**src/rtl/spi_master_multi.sv**
```systemverilog
// spi_master_multi: parametrised SPI master with a configurable word width,
// a runtime clock divider, all four CPOL/CPHA modes, MSB/LSB-first ordering
// and one-hot active-low chip selects that can be held across a burst.
// Optional build macro SPI_MASTER_LOOPBACK_EN adds a loopback input. When
// loopback is set at acceptance, the transfer receives its own mosi instead of miso.
module spi_master_multi #(
   parameter int DATA_W = 8,
   parameter int NUM_CS = 4,
   parameter int DIV_W  = 8,
   localparam int CS_W  = (NUM_CS > 1) ? $clog2(NUM_CS) : 1
) (
   input  logic              clk,
   input  logic              rst,
   input  logic              start,
   input  logic [DATA_W-1:0] data_in,
   input  logic [CS_W-1:0]   cs_sel,
   input  logic              cs_hold,
   input  logic              cpol,
   input  logic              cpha,
   input  logic              lsb_first,
   input  logic [DIV_W-1:0]  clk_div,
   input  logic              miso,
`ifdef SPI_MASTER_LOOPBACK_EN
   input  logic              loopback,
`endif
   output logic              mosi,
   output logic              sck,
   output logic [NUM_CS-1:0] cs_n,
   output logic [DATA_W-1:0] data_out,
   output logic              new_data,
   output logic              busy
);
   localparam int EDGE_W = $clog2(2*DATA_W);
   localparam logic [EDGE_W-1:0] LAST_EDGE = EDGE_W'(2*DATA_W-1);

   typedef enum logic [1:0] {IDLE, SETUP, XFER, HOLD} state_t;
   state_t state_reg, state_next;

   logic [DIV_W-1:0]  div_reg, div_next, cnt_reg, cnt_next;
   logic [EDGE_W-1:0] edge_reg, edge_next;
   logic [DATA_W-1:0] tx_reg, tx_next, rx_reg, rx_next;
   logic [DATA_W-1:0] data_out_reg, data_out_next;
   logic [NUM_CS-1:0] cs_n_reg, cs_n_next, cs_dec;
   logic cpol_reg, cpol_next, cpha_reg, cpha_next, lsb_reg, lsb_next;
   logic hold_reg, hold_next, lb_reg, lb_next, lb_in;
   logic sck_reg, sck_next, mosi_reg, mosi_next, new_data_reg, new_data_next;
   logic tx_bit, rx_bit, din_first;
   logic [DATA_W-1:0] tx_shift, rx_shift, din_shift;

`ifdef SPI_MASTER_LOOPBACK_EN
   assign lb_in = loopback;
`else
   assign lb_in = 1'b0;
`endif

   // Chip-select decode: an out-of-range index leaves every select high
   genvar gi;
   generate
      for (gi = 0; gi < NUM_CS; gi++) begin : g_cs_dec
         assign cs_dec[gi] = (cs_sel != CS_W'(gi));
      end
   endgenerate

   assign mosi     = mosi_reg;
   assign sck      = sck_reg;
   assign cs_n     = cs_n_reg;
   assign data_out = data_out_reg;
   assign new_data = new_data_reg;
   assign busy     = (state_reg != IDLE);

   // Next-state and datapath logic: phase timing, sck edges, shifting
   always_comb begin
      state_next    = state_reg;
      div_next      = div_reg;
      cnt_next      = cnt_reg;
      edge_next     = edge_reg;
      tx_next       = tx_reg;
      rx_next       = rx_reg;
      cpol_next     = cpol_reg;
      cpha_next     = cpha_reg;
      lsb_next      = lsb_reg;
      hold_next     = hold_reg;
      lb_next       = lb_reg;
      sck_next      = sck_reg;
      mosi_next     = mosi_reg;
      cs_n_next     = cs_n_reg;
      data_out_next = data_out_reg;
      new_data_next = 1'b0;

      // Bit selection follows the latched ordering so data_out ends up unreversed
      tx_bit    = lsb_reg ? tx_reg[0] : tx_reg[DATA_W-1];
      tx_shift  = lsb_reg ? {1'b0, tx_reg[DATA_W-1:1]} : {tx_reg[DATA_W-2:0], 1'b0};
      rx_bit    = lb_reg ? mosi_reg : miso;
      rx_shift  = lsb_reg ? {rx_bit, rx_reg[DATA_W-1:1]} : {rx_reg[DATA_W-2:0], rx_bit};
      din_first = lsb_first ? data_in[0] : data_in[DATA_W-1];
      din_shift = lsb_first ? {1'b0, data_in[DATA_W-1:1]} : {data_in[DATA_W-2:0], 1'b0};

      case (state_reg)
         IDLE: begin
            sck_next = cpol_reg;
            if (start) begin
               div_next   = clk_div;
               cpol_next  = cpol;
               cpha_next  = cpha;
               lsb_next   = lsb_first;
               hold_next  = cs_hold;
               lb_next    = lb_in;
               sck_next   = cpol;
               cs_n_next  = cs_dec;
               cnt_next   = '0;
               edge_next  = '0;
               rx_next    = '0;
               // cpha=0 needs the first bit on the wire before the first leading edge
               if (cpha) begin
                  tx_next   = data_in;
                  mosi_next = 1'b0;
               end else begin
                  tx_next   = din_shift;
                  mosi_next = din_first;
               end
               state_next = SETUP;
            end
         end
         SETUP: begin
            if (cnt_reg == div_reg) begin
               cnt_next   = '0;
               state_next = XFER;
            end else begin
               cnt_next = cnt_reg + 1'b1;
            end
         end
         XFER: begin
            if (cnt_reg == div_reg) begin
               cnt_next  = '0;
               edge_next = edge_reg + 1'b1;
               if (!edge_reg[0]) begin
                  // Leading edge
                  sck_next = ~cpol_reg;
                  if (cpha_reg) begin
                     mosi_next = tx_bit;
                     tx_next   = tx_shift;
                  end else begin
                     rx_next = rx_shift;
                  end
               end else begin
                  // Trailing edge; cpha=0 has no further bit after the last one
                  sck_next = cpol_reg;
                  if (cpha_reg) begin
                     rx_next = rx_shift;
                  end else if (edge_reg != LAST_EDGE) begin
                     mosi_next = tx_bit;
                     tx_next   = tx_shift;
                  end
               end
               if (edge_reg == LAST_EDGE) begin
                  edge_next  = '0;
                  state_next = HOLD;
               end
            end else begin
               cnt_next = cnt_reg + 1'b1;
            end
         end
         HOLD: begin
            if (cnt_reg == div_reg) begin
               cnt_next      = '0;
               data_out_next = rx_reg;
               new_data_next = 1'b1;
               if (!hold_reg) cs_n_next = '1;
               state_next    = IDLE;
            end else begin
               cnt_next = cnt_reg + 1'b1;
            end
         end
         default: state_next = IDLE;
      endcase
   end

   // State register
   always_ff @(posedge clk) begin
      if (rst) state_reg <= IDLE;
      else     state_reg <= state_next;
   end

   // Datapath and output registers
   always_ff @(posedge clk) begin
      if (rst) begin
         div_reg      <= '0;
         cnt_reg      <= '0;
         edge_reg     <= '0;
         tx_reg       <= '0;
         rx_reg       <= '0;
         cpol_reg     <= 1'b0;
         cpha_reg     <= 1'b0;
         lsb_reg      <= 1'b0;
         hold_reg     <= 1'b0;
         lb_reg       <= 1'b0;
         sck_reg      <= 1'b0;
         mosi_reg     <= 1'b0;
         cs_n_reg     <= '1;
         data_out_reg <= '0;
         new_data_reg <= 1'b0;
      end else begin
         div_reg      <= div_next;
         cnt_reg      <= cnt_next;
         edge_reg     <= edge_next;
         tx_reg       <= tx_next;
         rx_reg       <= rx_next;
         cpol_reg     <= cpol_next;
         cpha_reg     <= cpha_next;
         lsb_reg      <= lsb_next;
         hold_reg     <= hold_next;
         lb_reg       <= lb_next;
         sck_reg      <= sck_next;
         mosi_reg     <= mosi_next;
         cs_n_reg     <= cs_n_next;
         data_out_reg <= data_out_next;
         new_data_reg <= new_data_next;
      end
   end
endmodule

```
**config.mk**
```make
export PLATFORM = sky130hd
export DESIGN_NAME = spi_master_multi
export DESIGN_NICKNAME = d
export VERILOG_FILES = /design/src/rtl/spi_master_multi.sv
export SDC_FILE = /design/constraint.sdc
export NUM_CORES = 1
export LEC_CHECK = 0
export ABC_AREA = 1
export BUFFER_PORTS_ARGS = -buffer_cell sky130_fd_sc_hd__buf_2
export CAP_MARGIN = 30
export CORE_ASPECT_RATIO = 1.4
export CORE_MARGIN = 2
export CORE_UTILIZATION = 50
export CTS_CLUSTER_SIZE = 12
export DETAILED_ROUTE_END_ITERATION = 8
export GPL_ROUTABILITY_DRIVEN = 0
export PLACE_DENSITY = 0.71
export SYNTH_ARGS = -nofsm -noshare
export SYNTH_HDL_FRONTEND = slang
export SYNTH_SLANG_ARGS = --single-unit
```
**constraint.sdc**
```tcl
create_clock -name clk -period 2.5 [get_ports clk]
set_clock_uncertainty 0.15 [all_clocks]
set_input_delay 0.125 -clock clk [delete_from_list [all_inputs] [get_ports clk]]
set_output_delay 0.125 -clock clk [all_outputs]
set_load 0.01 [all_outputs]
```
==> qor.txt, run 1 <==
Critical Path Sink Type = flop
Hold_sp = cs_sel[1]
Total GRT Usage = 0.234
Sequential Power Share = 0.349
Area Growth Syn to Fin = 19.2%
Setup bufs post-CTS = 0
Row count = 33
Yosys cell types = 34
Die W = 69.5 um
Placed Area = 3280 sq um
Die Ht = 95.7 um
Slew Viols, Final = 0
Worst R2R Setup Slack = 390 ps
Top_reg_cell synth = dfxtp_1
CP required = 2610 ps
Footprint of the multi-input gates = 1560 sq um
Most instantiated cells after synthesis = 81 x nand2_1, 57 x dfxtp_1, 57 x inv_1, 52 x o21ai_0
Htree depth = 3
Core ar. = 5820 sq um
Final WL = 7170 um
Post-synth EDFFs = 0
Asr flop ratio synth = 0
Worst-Skew Late Latency = 330 ps
CTS buffer count = 9
Hold EP = cs_n[3]$_SDFFE_PP1P_
Worst r2r src = state_reg[0]$_SDFFE_PP0P_
FF+latch count, synth = 57
Clk pwr share = 0.203
Pre-Repair DR Iteration Count = 4
WS Path Type = reg2reg
Largest area contributor in the netlist = dfxtp_1
Final hold vios = 0
Startpoint types = flop
Reg2Reg Depth = 8
Wire length on met1 = 3140 um
Internal = 0.00223 W
Number of buffers added on ports = 41
Fmax achieved = 474 MHz
Worst slew margin = 0.364
Worst Hold Class = in2reg
DR vias/cell = 5.28
Most common cell in the netlist = nand2_1
Worst flop-to-flop path endpoint = tx_reg[2]$_SDFFE_PP0P_
Vias = 3029
WL/cell = 12.5 um
Ratio of cells with drive above 1 in the final layout = 0.155
Min cycle time layout = 2110 ps
CP max FO = 9
Post-route cell area = 3580 sq um
Hold path cells = 4
Met2 WL post-DR = 3570 um
Pwr dens = 1090 nW/um^2
Post-CTS Resized = 0
RSZ-0062 raised after global routing = no
Initial antenna violation count = 0
DRC = 0
Status = completed
Comb power frac = 0.449
Clk sink count = 57
NetSw = 0.00167 W
Final setup violation count = 0
DIE AREA = 6650 sq um
Setup total negative slack = 0 ps
Root Driver = clkbuf_8
CTS tree = yes
Net Count, Synth = 478
Nets = 532
Layout fillers = 547
I/O pins = 42
Register Area = 1140 sq um
VDD IR max = 0.664 mV
Initial Utilization = 0.516
Synthesized instance count = 446
Actual slew at the worst max-slew pin = 953 ps
HPWL Detailed = 4950 um
Highest routed layer = met4
Sw Share = 0.428
Data arrival, critical path = 2220 ps
Yosys Warn Count = 0
Antenna Nets Post-Route = 0
Max Cap Viol = 0
Final clock period utilization by the worst path = 0.843
Top-area cell type share of the netlist area = 0.380
Initial DRC Count = 192
Syn Area/Cell = 6.73 sq um
First-pass GRT wire length = 12500 um
Largest net degree at the start of global routing = 34
Number of global-route vias before repair = 2845
P_leak = 1.61 nW
Ant diodes = 0
Longest Clk Path Bufs = 2
Total power = 0.00390 W
Netlist Area Pre-Place = 3000 sq um
CTS clk-pin slew, worst paths = 70 ps
Ranking of synthesized cells by area = dfxtp_1 38%, nand2_1 10%, o21ai_0 8.7%
Met3 routed WL = 307 um
Post-synthesis sequential area ratio = 0.380
Total grt overflow = 0
stage by stage:
stage / utilization / cells / hold WS (ps) / setup WS (ps)
2_1_floorplan: - / 446 / 142 / 689
3_3_place_gp: 0.564 / 547 / 233 / 534
3_5_place_dp: 0.564 / 547 / 243 / 474
4_1_cts: 0.615 / 574 / 1.77 / 424
5_1_grt: 0.615 / 574 / 20.8 / 220
6_report: 0.615 / 574 / 11.2 / 392
power by group through the flow:
| stage | logic (W) | registers (W) | clock network (W) |
|---|---|---|---|
| 6_report | 0.00175 | 0.00136 | 0.000790 |
| 2_1_floorplan | 0.00131 | 0.00135 | 0 |
| 3_5_place_dp | 0.00172 | 0.00137 | 0 |
| 3_3_place_gp | 0.00168 | 0.00137 | 0 |
| 5_1_grt | 0.00202 | 0.00139 | 0.000843 |
| 4_1_cts | 0.00174 | 0.00136 | 0.000803 |
cell usage in the layout (no fill, tap or decap), types with 2 or more instances in the layout:
cell            n
xnor2_1         5
nand4_1        10
nand3_1        32
clkbuf_8       12
nor2_1         48
dfxtp_1        57
buf_2          41
xor2_1          2
or2_2           2
clkinv_2        3
o211ai_1        4
nand2_1        81
nor2_2          3
o21ai_0        52
dlygate4sd3_1  12
buf_4           8
ha_1            6
nand2_2         2
inv_2           3
a21oi_1        48
inv_1          57
o221ai_1        3
how the worst max path moves through the flow:
| stage | from | end | slack [ps] | cells past startpoint |
|---|---|---|---|---|
| 6_report | state_reg[0]$_SDFFE_PP0P_ | tx_reg[2]$_SDFFE_PP0P_ | 390 | 8 |
| 5_1_grt | state_reg[0]$_SDFFE_PP0P_ | tx_reg[1]$_SDFFE_PP0P_ | 220 | 8 |
| 4_1_cts | state_reg[0]$_SDFFE_PP0P_ | tx_reg[2]$_SDFFE_PP0P_ | 420 | 8 |
| 3_5_place_dp | state_reg[0]$_SDFFE_PP0P_ | tx_reg[2]$_SDFFE_PP0P_ | 470 | 8 |
| 3_3_place_gp | state_reg[0]$_SDFFE_PP0P_ | tx_reg[1]$_SDFFE_PP0P_ | 530 | 8 |
| 2_1_floorplan | state_reg[0]$_SDFFE_PP0P_ | state_reg[1]$_SDFFE_PP0P_ | 690 | 10 |
repair_timing:
item,in CTS,in global routing
hold buffers,12,0
setup endpoints to repair,0,0
hold endpoints to repair,13,0
cells by family (layout without fill, tap and decap cells):
kind of cell	count (synthesis)	after routing	share of synthesized area
xor+xnor	7	7	0.0204
compound gates	115	115	0.209
fa+ha+maj	6	6	0.0250
flops	57	57	0.380
buf+inv	78	136	0.100
simple gates	183	183	0.265
worst max-delay path: stages, from the launching register on:
cell,delay [ps]
dfxtp_1,400
inv_1,90
ha_1,250
buf_4,180
nor2_1,360
inv_1,140
o221ai_1,190
o21ai_0,110
a21oi_1,160
area by class of cell:
type	count	area share
clock buffers	12	0.0461
clock inverters	3	0.00419
inverters	60	0.0629
multi-input cells	311	0.436
flip-flops and latches	57	0.319
well taps	70	0.0245
repair buffers	61	0.108
layer usage:
metal,track usage,vias to the layer above
li1,-,1574
met1,0.265,1370
met2,0.429,73
met3,0.0492,12
met4,0.0948,0
met5,0,-
Note: power is estimated with default switching activity, not from simulation.
==> run 2, diff against run 1 <==
--- a/config.mk
+++ b/config.mk
@@ -14,7 +14,7 @@
 export CTS_CLUSTER_SIZE = 12
 export DETAILED_ROUTE_END_ITERATION = 8
 export GPL_ROUTABILITY_DRIVEN = 0
-export PLACE_DENSITY = 0.71
+export PLACE_DENSITY = 0.74
 export SYNTH_ARGS = -nofsm -noshare
 export SYNTH_HDL_FRONTEND = slang
 export SYNTH_SLANG_ARGS = --single-unit
==> constraint.sdc (replaced) <==
create_clock -name clk -period 1.8 [get_ports clk]
set_clock_uncertainty 0.15 [all_clocks]
set_input_delay 0.09 -clock clk [delete_from_list [all_inputs] [get_ports clk]]
set_output_delay 0.09 -clock clk [all_outputs]
set_load 0.01 [all_outputs]
==> run 2 against run 1 <==
  * Combinational power up 81%
  * Register-to-register slack got worse by 340 ps
  * Cell count is 4.9% higher
  * Hold slack got worse by 3.8 ps
  * Global-route usage rose by 0.59 points
  * Sequential share of layout area fell by 2.8 points
  * Worst setup slack got worse by 340 ps
  * Wire length rose by 7.2%
  * Utilization is 6.7 points higher
  * Count of clock-buffer cells in the layout rose by 1
  * Flip-flop and latch count unchanged
  * Via count increased by 4.9%
==> qor.txt, run 2 (synthesis gave the netlist of run 1 again) <==
Worst slew margin = 0.696 (+0.332)
Sequential Power Share = 0.301 (-0.048)
Min cycle time layout = 1740 ps (-363 ps)
Die W = 69.5 um (unchanged)
NetSw = 0.00258 W (+54%)
VDD IR max = 0.962 mV (+45%)
CTS clk-pin slew, worst paths = 60 ps (about the same)
Number of buffers added on ports = 41 (unchanged)
Final setup violation count = 0 (unchanged)
Placed Area = 3450 sq um (+5.0%)
Status = completed
DRC = 0 (unchanged)
Area Growth Syn to Fin = 32.2%
Initial Utilization = 0.516 (unchanged)
Nets = 560 (+5.3%)
Layout fillers = 505 (-7.7%)
Vias = 3178 (+4.9%)
WL/cell = 12.8 um (+2.2%)
Fmax achieved = 573 MHz (+21%)
Slew Viols, Final = 0 (unchanged)
Core ar. = 5820 sq um (unchanged)
I/O pins = 42 (unchanged)
Internal = 0.00377 W (+69%)
Initial antenna violation count = 0 (unchanged)
Critical Path Sink Type = flop
Htree depth = 3 (unchanged)
Row count = 33 (unchanged)
Most frequent cells in the layout = 77 x nand2_1, 52 x inv_1, 48 x a21oi_1
Footprint of the multi-input gates = 1660 sq um (+6.5%)
Ratio of cells with drive above 1 in the final layout = 0.242 (+0.0877)
CP max FO = 9 (unchanged)
Setup total negative slack = 0 ps (unchanged)
First-pass GRT wire length = 12600 um (+1.2%)
Antenna Nets Post-Route = 0 (unchanged)
Sw Share = 0.406 (-0.0221)
Worst Hold Class = in2reg
CP required = 1890 ps (-720 ps)
Clk sink count = 57 (unchanged)
Ant diodes = 0 (unchanged)
Initial DRC Count = 131 (-32%)
Root Driver = clkbuf_8
Startpoint types = flop
Number of global-route vias before repair = 2985 (+4.9%)
WS Path Type = reg2reg
Pwr dens = 1600 nW/um^2 (+47%)
Total GRT Usage = 0.240 (+0.00591)
Final hold vios = 0 (unchanged)
DIE AREA = 6650 sq um (unchanged)
Placement Setup Slack = -38.4 ps (-512 ps)
Most common cell after layout, fill and taps aside = nand2_1
Worst-Skew Late Latency = 350 ps (+20 ps)
Setup WS post-layout = 55.3 ps (-337 ps)
Final WL = 7690 um (+7.2%)
Clk pwr share = 0.200 (-0.003)
RSZ-0062 raised after global routing = yes
Comb power frac = 0.499 (+0.050)
Actual slew at the worst max-slew pin = 456 ps (-497 ps)
Data arrival, critical path = 1840 ps (-380 ps)
CTS buffer count = 9 (unchanged)
P_leak = 1.79 nW (+11%)
Max Cap Viol = 0 (unchanged)
DR vias/cell = 5.28 (about the same)
Fin util = 0.682 (+0.0668)
Pre-Repair DR Iteration Count = 4 (unchanged)
HPWL Detailed = 5150 um (+3.9%)
Final clock period utilization by the worst path = 0.969 (+0.126)
Post-route cell area = 3970 sq um (+11%)
Largest net degree at the start of global routing = 41 (+21%)
Longest Clk Path Bufs = 2 (unchanged)
Total grt overflow = 0 (unchanged)
CTS tree = yes
Register Area = 1150 sq um (+1.1%)
Die Ht = 95.7 um (unchanged)
[run 2: per-stage QoR]
stage | std cells | power [W] | hold WS [ps]
final | 602 | 0.00634 | 7.47
after floorplan | 446 | 0.00370 | 107
after detailed placement | 569 | 0.00460 | 203
after CTS | 599 | 0.00595 | 3.86
after global placement | 569 | 0.00452 | 194
after global routing | 602 | 0.00686 | 63.6
[run 2: final timing paths]
path | slack, ps | cells after the start | start | to
hold reg to reg | 290 | 2 | mosi$_SDFFE_PP0P_ | mosi$_SDFFE_PP0P_
hold / removal | 7 | 5 | data_in[7] | tx_reg[7]$_SDFFE_PP0P_
setup reg to reg | 60 | 10 | state_reg[0]$_SDFFE_PP0P_ | tx_reg[7]$_SDFFE_PP0P_
setup / recovery | 60 | 10 | state_reg[0]$_SDFFE_PP0P_ | tx_reg[7]$_SDFFE_PP0P_
[run 2: power by group through the flow]
stage	sequential, W	clock, W	combinational [W]
after floorplan	0.00187	0	0.00183
after global placement	0.00189	0	0.00264
after detailed placement	0.00190	0	0.00270
after CTS	0.00188	0.00129	0.00278
after global routing	0.00195	0.00135	0.00357
final	0.00191	0.00127	0.00316
[run 2: critical path: stages (launching register included)]
cell,delay (ps)
dfxtp_1,330
inv_2,100
ha_4,160
nor2_1,50
inv_1,80
o21ai_0,90
nor2_1,170
nand3_4,110
buf_4,190
o21ai_1,140
a21oi_1,50
[run 2: layout make-up]
cell class	instances	area share
Multi-Input combinational cell	311	0.419
Sequential cell	57	0.291
Timing Repair Buffer	89	0.158
Inverter	60	0.0567
Clock buffer	13	0.0451
Tap cell	70	0.0221
Clock inverter	2	0.00882
[run 2: per-layer routing]
metal / global-route usage / part of all wire
met4: 0.108 / 0.021
met2: 0.454 / 0.52
met3: 0.0607 / 0.053
met5: 0 / 0
met1: 0.249 / 0.41
[run 2: timing repair]
action	CTS	global route
hold endpoints to repair	29	0
setup buffers	0	3
pin swaps	0	13
hold buffers	15	0
resized for setup	3	42
setup endpoints to repair	10	36
